===== src/rtl/issue_queue_age.sv =====
// ---------------------------------------------------------------------------
// issue_queue_age
// Out-of-order issue queue sitting between rename and the functional units.
// Each entry holds one renamed op and its two source operands. Operands that
// are still pending are captured from the CDB result buses. Every cycle the
// oldest entry that is ready to go is issued, as chosen by an age matrix.
// An entry is ready when both sources are valid, its store-buffer wait has
// cleared and its target FU can accept an op.
//
// Optional feature (macro ISSUE_Q_ENQ_WAKEUP_EN):
//   When defined, the sources of an op being enqueued are also compared
//   against the CDB of the same cycle and are captured valid on a match.
//   When undefined, rename is expected to cover that case with RF bypass.
// ---------------------------------------------------------------------------
module issue_queue_age #(
    parameter int DEPTH     = 8,
    parameter int NUM_FU    = 4,
    parameter int NUM_CDB   = 4,
    parameter int TAG_W     = 6,
    parameter int DATA_W    = 16,
    parameter int PAYLOAD_W = 48,
    parameter int SB_ENTRY  = 8,
    // Derived widths; not meant to be overridden
    parameter int FU_W      = (NUM_FU > 1) ? $clog2(NUM_FU) : 1,
    parameter int SB_W      = (SB_ENTRY > 1) ? $clog2(SB_ENTRY) : 1,
    parameter int CNT_W     = $clog2(DEPTH) + 1
) (
    input  logic                         clk_i,
    input  logic                         reset_n_i,
    // enqueue from rename
    input  logic                         enq_v_i,
    output logic                         enq_ready_o,
    input  logic [PAYLOAD_W-1:0]         enq_payload_i,
    input  logic [FU_W-1:0]              enq_fu_i,
    input  logic [TAG_W-1:0]             enq_src1_tag_i,
    input  logic                         enq_src1_v_i,
    input  logic [DATA_W-1:0]            enq_src1_data_i,
    input  logic [TAG_W-1:0]             enq_src2_tag_i,
    input  logic                         enq_src2_v_i,
    input  logic [DATA_W-1:0]            enq_src2_data_i,
    input  logic                         enq_sb_wait_i,
    input  logic [SB_W-1:0]              enq_sb_idx_i,
    // store buffer release pulses
    input  logic [SB_ENTRY-1:0]          sb_release_i,
    // result broadcast buses
    input  logic [NUM_CDB-1:0]           cdb_v_i,
    input  logic [NUM_CDB*TAG_W-1:0]     cdb_tag_i,
    input  logic [NUM_CDB*DATA_W-1:0]    cdb_data_i,
    // functional unit handshake
    input  logic [NUM_FU-1:0]            fu_ready_i,
    input  logic                         flush_i,
    output logic [NUM_FU-1:0]            iss_v_o,
    output logic [PAYLOAD_W-1:0]         iss_payload_o,
    output logic [DATA_W-1:0]            iss_src1_data_o,
    output logic [DATA_W-1:0]            iss_src2_data_o,
    output logic [CNT_W-1:0]             count_o
);

    localparam int IDX_W = $clog2(DEPTH);
    localparam logic [CNT_W-1:0] FULL_CNT = CNT_W'(DEPTH);

    // -----------------------------------------------------------------------
    // Entry state
    // -----------------------------------------------------------------------
    logic [DEPTH-1:0]                 valid_reg;
    // older_reg[j][i] = 1 means entry j was enqueued before entry i
    logic [DEPTH-1:0][DEPTH-1:0]      older_reg;
    logic [CNT_W-1:0]                 count_reg;

    logic [DEPTH-1:0][PAYLOAD_W-1:0]  payload_reg;
    logic [DEPTH-1:0][FU_W-1:0]       fu_reg;
    logic [DEPTH-1:0][TAG_W-1:0]      src1_tag_reg;
    logic [DEPTH-1:0][TAG_W-1:0]      src2_tag_reg;
    logic [DEPTH-1:0]                 src1_v_reg;
    logic [DEPTH-1:0]                 src2_v_reg;
    logic [DEPTH-1:0][DATA_W-1:0]     src1_data_reg;
    logic [DEPTH-1:0][DATA_W-1:0]     src2_data_reg;
    logic [DEPTH-1:0]                 sb_wait_reg;
    logic [DEPTH-1:0][SB_W-1:0]       sb_idx_reg;

    // -----------------------------------------------------------------------
    // Combinational helpers
    // -----------------------------------------------------------------------
    logic [NUM_CDB-1:0][TAG_W-1:0]    cdb_tag;
    logic [NUM_CDB-1:0][DATA_W-1:0]   cdb_data;
    logic [DEPTH-1:0][DEPTH-1:0]      older_col;   // older_col[i][j] = older_reg[j][i]
    logic [DEPTH-1:0]                 elig;
    logic [DEPTH-1:0]                 sel;
    logic [DEPTH-1:0]                 enq_onehot;
    logic [IDX_W-1:0]                 free_idx;
    logic                             issue_ok;
    logic                             enq_fire;
    logic                             iss_fire;
    logic                             enq_s1_v;
    logic                             enq_s2_v;
    logic [DATA_W-1:0]                enq_s1_data;
    logic [DATA_W-1:0]                enq_s2_data;
    logic [NUM_FU-1:0]                iss_v;
    logic [PAYLOAD_W-1:0]             iss_payload;
    logic [DATA_W-1:0]                iss_src1_data;
    logic [DATA_W-1:0]                iss_src2_data;

    genvar gi, gj;

    // Split the flat CDB buses into per-bus fields
    generate
        for (gi = 0; gi < NUM_CDB; gi++) begin : g_cdb
            assign cdb_tag[gi]  = cdb_tag_i[gi*TAG_W +: TAG_W];
            assign cdb_data[gi] = cdb_data_i[gi*DATA_W +: DATA_W];
        end
    endgenerate

    // Issue is suppressed while in reset and during a flush
    assign issue_ok = reset_n_i & ~flush_i;

    // Per-entry readiness and oldest-ready selection. An entry is selected
    // when it is ready and no other ready entry is older than it.
    generate
        for (gi = 0; gi < DEPTH; gi++) begin : g_sel
            for (gj = 0; gj < DEPTH; gj++) begin : g_col
                assign older_col[gi][gj] = older_reg[gj][gi];
            end
            assign elig[gi] = valid_reg[gi] & src1_v_reg[gi] & src2_v_reg[gi]
                            & ~sb_wait_reg[gi] & fu_ready_i[fu_reg[gi]];
            assign sel[gi]  = issue_ok & elig[gi] & ~(|(elig & older_col[gi]));
        end
    endgenerate

    assign iss_fire = |sel;

    // Credit is taken from registered occupancy only
    assign enq_ready_o = reset_n_i & (count_reg != FULL_CNT);
    assign enq_fire    = enq_v_i & enq_ready_o & ~flush_i;
    assign count_o     = count_reg;

    // Lowest-index free slot receives the next enqueue
    always_comb begin
        free_idx = '0;
        for (int i = DEPTH - 1; i >= 0; i--) begin
            if (!valid_reg[i]) begin
                free_idx = IDX_W'(i);
            end
        end
        enq_onehot = '0;
        if (enq_fire) begin
            enq_onehot[free_idx] = 1'b1;
        end
    end

    // Source operand state at insertion, optionally woken by the same-cycle CDB
    always_comb begin
        enq_s1_v    = enq_src1_v_i;
        enq_s1_data = enq_src1_data_i;
        enq_s2_v    = enq_src2_v_i;
        enq_s2_data = enq_src2_data_i;
`ifdef ISSUE_Q_ENQ_WAKEUP_EN
        // Scan from the highest bus down so the lowest matching bus wins
        for (int k = NUM_CDB - 1; k >= 0; k--) begin
            if (!enq_src1_v_i && cdb_v_i[k] && (cdb_tag[k] == enq_src1_tag_i)) begin
                enq_s1_v    = 1'b1;
                enq_s1_data = cdb_data[k];
            end
            if (!enq_src2_v_i && cdb_v_i[k] && (cdb_tag[k] == enq_src2_tag_i)) begin
                enq_s2_v    = 1'b1;
                enq_s2_data = cdb_data[k];
            end
        end
`endif
    end

    // Issue mux: selection is one-hot, so an AND-OR reduction is enough and
    // every output stays zero when nothing issues
    always_comb begin
        iss_v         = '0;
        iss_payload   = '0;
        iss_src1_data = '0;
        iss_src2_data = '0;
        for (int i = 0; i < DEPTH; i++) begin
            if (sel[i]) begin
                iss_v[fu_reg[i]] = 1'b1;
                iss_payload      = iss_payload   | payload_reg[i];
                iss_src1_data    = iss_src1_data | src1_data_reg[i];
                iss_src2_data    = iss_src2_data | src2_data_reg[i];
            end
        end
    end

    assign iss_v_o         = iss_v;
    assign iss_payload_o   = iss_payload;
    assign iss_src1_data_o = iss_src1_data;
    assign iss_src2_data_o = iss_src2_data;

    // Occupancy, entry valid bits and age matrix
    always_ff @(posedge clk_i) begin
        if (!reset_n_i) begin
            valid_reg <= '0;
            count_reg <= '0;
            older_reg <= '0;
        end else if (flush_i) begin
            valid_reg <= '0;
            count_reg <= '0;
        end else begin
            valid_reg <= (valid_reg & ~sel) | enq_onehot;
            count_reg <= count_reg + CNT_W'(enq_fire) - CNT_W'(iss_fire);
            if (enq_fire) begin
                // The new entry is younger than every other slot; stale bits
                // left by earlier occupants of this slot are overwritten here
                older_reg[free_idx] <= '0;
                for (int j = 0; j < DEPTH; j++) begin
                    if (IDX_W'(j) != free_idx) begin
                        older_reg[j][free_idx] <= 1'b1;
                    end
                end
            end
        end
    end

    // Entry payload, operand capture from the CDB and store-buffer release
    always_ff @(posedge clk_i) begin
        for (int i = 0; i < DEPTH; i++) begin
            // Later assignments win, so scanning downward gives lowest bus priority
            for (int k = NUM_CDB - 1; k >= 0; k--) begin
                if (!src1_v_reg[i] && cdb_v_i[k] && (cdb_tag[k] == src1_tag_reg[i])) begin
                    src1_v_reg[i]    <= 1'b1;
                    src1_data_reg[i] <= cdb_data[k];
                end
                if (!src2_v_reg[i] && cdb_v_i[k] && (cdb_tag[k] == src2_tag_reg[i])) begin
                    src2_v_reg[i]    <= 1'b1;
                    src2_data_reg[i] <= cdb_data[k];
                end
            end
            if (sb_wait_reg[i] && sb_release_i[sb_idx_reg[i]]) begin
                sb_wait_reg[i] <= 1'b0;
            end
        end
        if (enq_fire) begin
            payload_reg[free_idx]   <= enq_payload_i;
            fu_reg[free_idx]        <= enq_fu_i;
            src1_tag_reg[free_idx]  <= enq_src1_tag_i;
            src2_tag_reg[free_idx]  <= enq_src2_tag_i;
            src1_v_reg[free_idx]    <= enq_s1_v;
            src2_v_reg[free_idx]    <= enq_s2_v;
            src1_data_reg[free_idx] <= enq_s1_data;
            src2_data_reg[free_idx] <= enq_s2_data;
            sb_wait_reg[free_idx]   <= enq_sb_wait_i;
            sb_idx_reg[free_idx]    <= enq_sb_idx_i;
        end
    end

endmodule


===== config.mk =====
export PLATFORM = sky130hd
export DESIGN_NAME = issue_queue_age
export DESIGN_NICKNAME = d
export VERILOG_FILES = /design/src/rtl/issue_queue_age.sv
export SDC_FILE = /design/constraint.sdc
export NUM_CORES = 2
export LEC_CHECK = 0
export CAP_MARGIN = 40
export CORE_MARGIN = 10
export CORE_UTILIZATION = 45
export CTS_CLUSTER_DIAMETER = 80
export CTS_CLUSTER_SIZE = 25
export DETAILED_ROUTE_END_ITERATION = 7
export GPL_TIMING_DRIVEN = 0
export PLACE_DENSITY_LB_ADDON = 0.15
export REMOVE_ABC_BUFFERS = 1
export SLEW_MARGIN = 20
export SYNTH_ARGS = -nofsm -noshare
export SYNTH_HDL_FRONTEND = slang
export SYNTH_SLANG_ARGS = --single-unit

===== constraint.sdc =====
create_clock -name clk_i -period 4.27 [get_ports clk_i]
set_input_delay 0.6405 -clock clk_i [delete_from_list [all_inputs] [get_ports clk_i]]
set_output_delay 0.6405 -clock clk_i [all_outputs]
set_load 0.05 [all_outputs]

==> metrics.txt <==
run status=finished, final reports clean; startpoint kind of the worst setup timing path=register; Root Buffer Master=sky130_fd_sc_hd__clkbuf_16; async set or reset register ratio after synthesis=0; highest net fanout along the worst path=8; sinks on the clock net=about 880; worst r2r dst=src2_data_reg[25]$_DFF_P_; grt total ovfl=0; Critical Path Most Common Cell=sky130_fd_sc_hd__buf_12; Synth area leader=sky130_fd_sc_hd__edfxtp_1; per-cell via count in the routed design=6.445; total half-perimeter wirelength after legalization and detailed placement=121.7 mm; most repeated cell in the gate-level netlist after synthesis=sky130_fd_sc_hd__edfxtp_1; Highest Clock Rate=between 200 and 250 MHz; antenna-violating nets left=0; routed wire length per instance=29.63 um; boundary pin count=297; global-route wire length before repair=roughly 270 mm; Post-Synthesis Cell Area=46650 um2; top cells by count, synth=520 x sky130_fd_sc_hd__edfxtp_1, 469 x sky130_fd_sc_hd__nor2_1, 356 x sky130_fd_sc_hd__dfxtp_1; number of core rows=118; Critical-path top delay cell=sky130_fd_sc_hd__mux4_2; Initial Util=0.4520; DRC Markers=0; max-slew violations=0; largest voltage drop on the vdd net=0.0003156 V; worst reg2reg path startpoint=count_o[2]$_SDFF_PP0_; crit path from=fu_reg[12]$_DFFE_PP_; number of buffers inserted by port buffering=296; setup violation total in the final timing report=0; clock tree from TritonCTS=yes; Data arrival, critical path=3.60 ns; Worst Reg2Reg Path Length in Cells=12; Synth cell types=68; gate count of the mapped netlist=4630; floorplan die width=~340 um; overall die area=116900 um2; yosys synthesis warning count=0; H-tree depth reported by CTS=2; pwr dens=354.2 nW/um2; Seq cells post-synth=876; path type of the worst min-delay path=reg2reg; first drt pass iteration count=6; Total Power Consumption=slightly below 20 mW; all-layer global routing usage=0.3026; Final Critical Period=4.238 ns; endpoint of the worst setup timing path=iss_src2_data_o[5]; routed via count=40367; flop2flop setup slack=~0.21 ns; Hold Buf Count CTS=0; maximum number of pins on one net before global-route repair=78; layout net count=5055; vias in the first global route=38557; clock tree skew after final layout=0.04510 ns; CORE AREA=103200 um2; clock slew at reported path FFs=0.09 ns; dominant synthesized flop cell=sky130_fd_sc_hd__edfxtp_1; worst path required time=3.63 ns; leak pwr=~22 nW; Worst-Skew Late Latency=0.69 ns; buffer depth of the longest clock path=3; DRT Wirelength=185.6 mm; largest cells by area after synthesis=sky130_fd_sc_hd__edfxtp_1 33%, sky130_fd_sc_hd__dfxtp_1 15%, sky130_fd_sc_hd__mux2i_1 7.0%, sky130_fd_sc_hd__xor2_1 4.3%, sky130_fd_sc_hd__a211oi_1 4.2%; capturing element type of the critical path=output pin; unrepaired setup endpoints after global routing=yes; part of the Yosys area used for sequential elements=0.4875; biggest cell delay along the critical path=0.54 ns; number of DRC markers in iteration 0=4987; gp weighted congestion=between 0.8 and 0.9; post-route setup TNS=0 ns; crit-path cells=mux4_2, and4_4, a22o_4, a2111oi_4, buf_6, buf_12, buf_12, buf_12, a22o_1, a221oi_2, nand3_1, buf_6; number of enable flip-flop cells after synthesis=520; Tightest Pin Transition=0.9433 ns; Area growth, synth to finish=19.72%; Tcrit/Tclk final=0.9925; floorplan die height=342.0 um; max-slew headroom at the worst pin=0.3692; TritonCTS buffer count=between 40 and 50; portion of synthesized cell area occupied by the leading cell type=0.3348; Final Hold Fails=0; number of flip-flops in the largest register=384; Post-Syn Area per Cell=slightly above 10 um2; critical path type=reg2out; number of antenna violations at the first check in global routing=25; share of cells above drive strength 1=0.1485; Maximum Capacitance Violations=0
metal layers:
layer | part of all wire | global-route usage | wire length, um | vias to the layer above
met5 | 0.0012 | 0 | 231 | -
met4 | 0.046 | 0.1305 | 8583 | 34
met3 | 0.11 | 0.07779 | 20720 | 578
met2 | 0.45 | 0.4748 | 83860 | 2545
met1 | 0.39 | 0.3925 | 72180 | 19607
li1 | - | - | - | 17603
critical path, delay by kind of cell (launching register included):
kind                   cells  cell delay, ns
AO/OA/AOI/OAI              4            0.82
buffers and inverters      5            0.79
flip-flops                 1            0.39
multiplexers               1            0.54
AND/OR/NAND/NOR            2            0.38
per-stage QoR:
| stage | setup WS (ns) | util | cell area, um2 | cells | hold slack, ns |
|---|---|---|---|---|---|
| after global placement | -10.64 | 0.4775 | 49280 | 5814 | 0.4331 |
| final | 0.03183 | 0.5411 | 55850 | 6263 | 0.4573 |
| after global routing | -0.07950 | 0.5411 | 55850 | 6263 | 0.4787 |
| after floorplan | -2.410 | - | 44590 | 4138 | 0.4252 |
| after detailed placement | -1.661 | 0.5069 | 52310 | 6076 | 0.4388 |
| after CTS | -0.03600 | 0.5306 | 54760 | 6216 | 0.4540 |
cell type report:
cell class	instances	area, um2
Fill cell	8993	47360
Sequential cell	876	22750
Antenna cell	1	2.502
Timing Repair Buffer	652	7121
Tap cell	1380	1727
Clock buffer	67	1336
Inverter	33	178.9
Clock inverter	25	362.8
Multi-Input combinational cell	3229	22370
layout by cell type (no fill, tap or decap), types with 12 or more instances in the layout:
cell / count
sky130_fd_sc_hd__nand2_1: 162
sky130_fd_sc_hd__clkbuf_1: 16
sky130_fd_sc_hd__xnor2_1: 159
sky130_fd_sc_hd__nor2_1: 463
sky130_fd_sc_hd__and3_1: 12
sky130_fd_sc_hd__a2bb2oi_1: 16
sky130_fd_sc_hd__nor3b_1: 56
sky130_fd_sc_hd__xor2_1: 227
sky130_fd_sc_hd__buf_2: 83
sky130_fd_sc_hd__a21oi_1: 284
sky130_fd_sc_hd__nor2b_1: 19
sky130_fd_sc_hd__or3_1: 54
sky130_fd_sc_hd__inv_1: 25
sky130_fd_sc_hd__buf_12: 30
sky130_fd_sc_hd__nor4_2: 14
sky130_fd_sc_hd__a221oi_2: 43
sky130_fd_sc_hd__o21ai_0: 175
sky130_fd_sc_hd__nand3_2: 14
sky130_fd_sc_hd__dfxtp_1: 350
sky130_fd_sc_hd__buf_8: 61
sky130_fd_sc_hd__mux2i_1: 328
sky130_fd_sc_hd__a22oi_1: 159
sky130_fd_sc_hd__o22ai_1: 48
sky130_fd_sc_hd__nand2b_1: 12
sky130_fd_sc_hd__mux2_2: 18
sky130_fd_sc_hd__nand3_1: 137
sky130_fd_sc_hd__a211oi_1: 257
sky130_fd_sc_hd__mux4_2: 24
sky130_fd_sc_hd__clkdlybuf4s50_1: 183
sky130_fd_sc_hd__buf_4: 95
sky130_fd_sc_hd__clkbuf_16: 56
sky130_fd_sc_hd__a221oi_1: 38
sky130_fd_sc_hd__edfxtp_1: 520
sky130_fd_sc_hd__nand4_1: 59
sky130_fd_sc_hd__buf_6: 167
sky130_fd_sc_hd__a22o_1: 93
sky130_fd_sc_hd__nor3_1: 187
sky130_fd_sc_hd__buf_16: 21
sky130_fd_sc_hd__nand3b_1: 23
power by group:
group          switching (mW)  total [mW]  internal (mW)
Sequential              0.691        10.7           9.97
Clock                    3.22        5.66           2.45
Combinational            1.68        3.47           1.79
Total                    5.58        19.8           14.2
how the worst min path moves through the flow:
stage,start,end,cells past startpoint
2_1_floorplan,register,register,2
3_3_place_gp,older_col[53]$_SDFFE_PN0P_,older_col[53]$_SDFFE_PN0P_,2
3_5_place_dp,register,register,2
4_1_cts,older_col[51]$_SDFFE_PN0P_,older_col[51]$_SDFFE_PN0P_,2
5_1_grt,older_col[21]$_SDFFE_PN0P_,older_col[21]$_SDFFE_PN0P_,2
6_report,older_col[51]$_SDFFE_PN0P_,older_col[51]$_SDFFE_PN0P_,2
cell families (layout without fill, tap and decap cells):
logic type,Yosys count,count (layout),synth area share
and+or+nand+nor,1288,1288,0.1354
AOI/OAI and AO/OA,1179,1179,0.1698
DFF,876,876,0.4875
buffers and inverters,525,777,0.04667
xor gates and xnor gates,386,386,0.07248
muxes,370,370,0.08632
adders and majority gates,6,6,0.001770
other,0,1,0
what timing repair did:
| item | 4_1_cts | 5_1_grt |
|---|---|---|
| gates cloned | 3 | 5 |
| endpoints found under the hold margin | 0 | 0 |
| buffers inserted | 46 | 21 |
| resized for setup | 621 | 124 |
| endpoints found under the setup margin | 146 | 97 |
| pin swaps | 31 | 53 |
No activity file was read; power rests on OpenSTA's default activity.
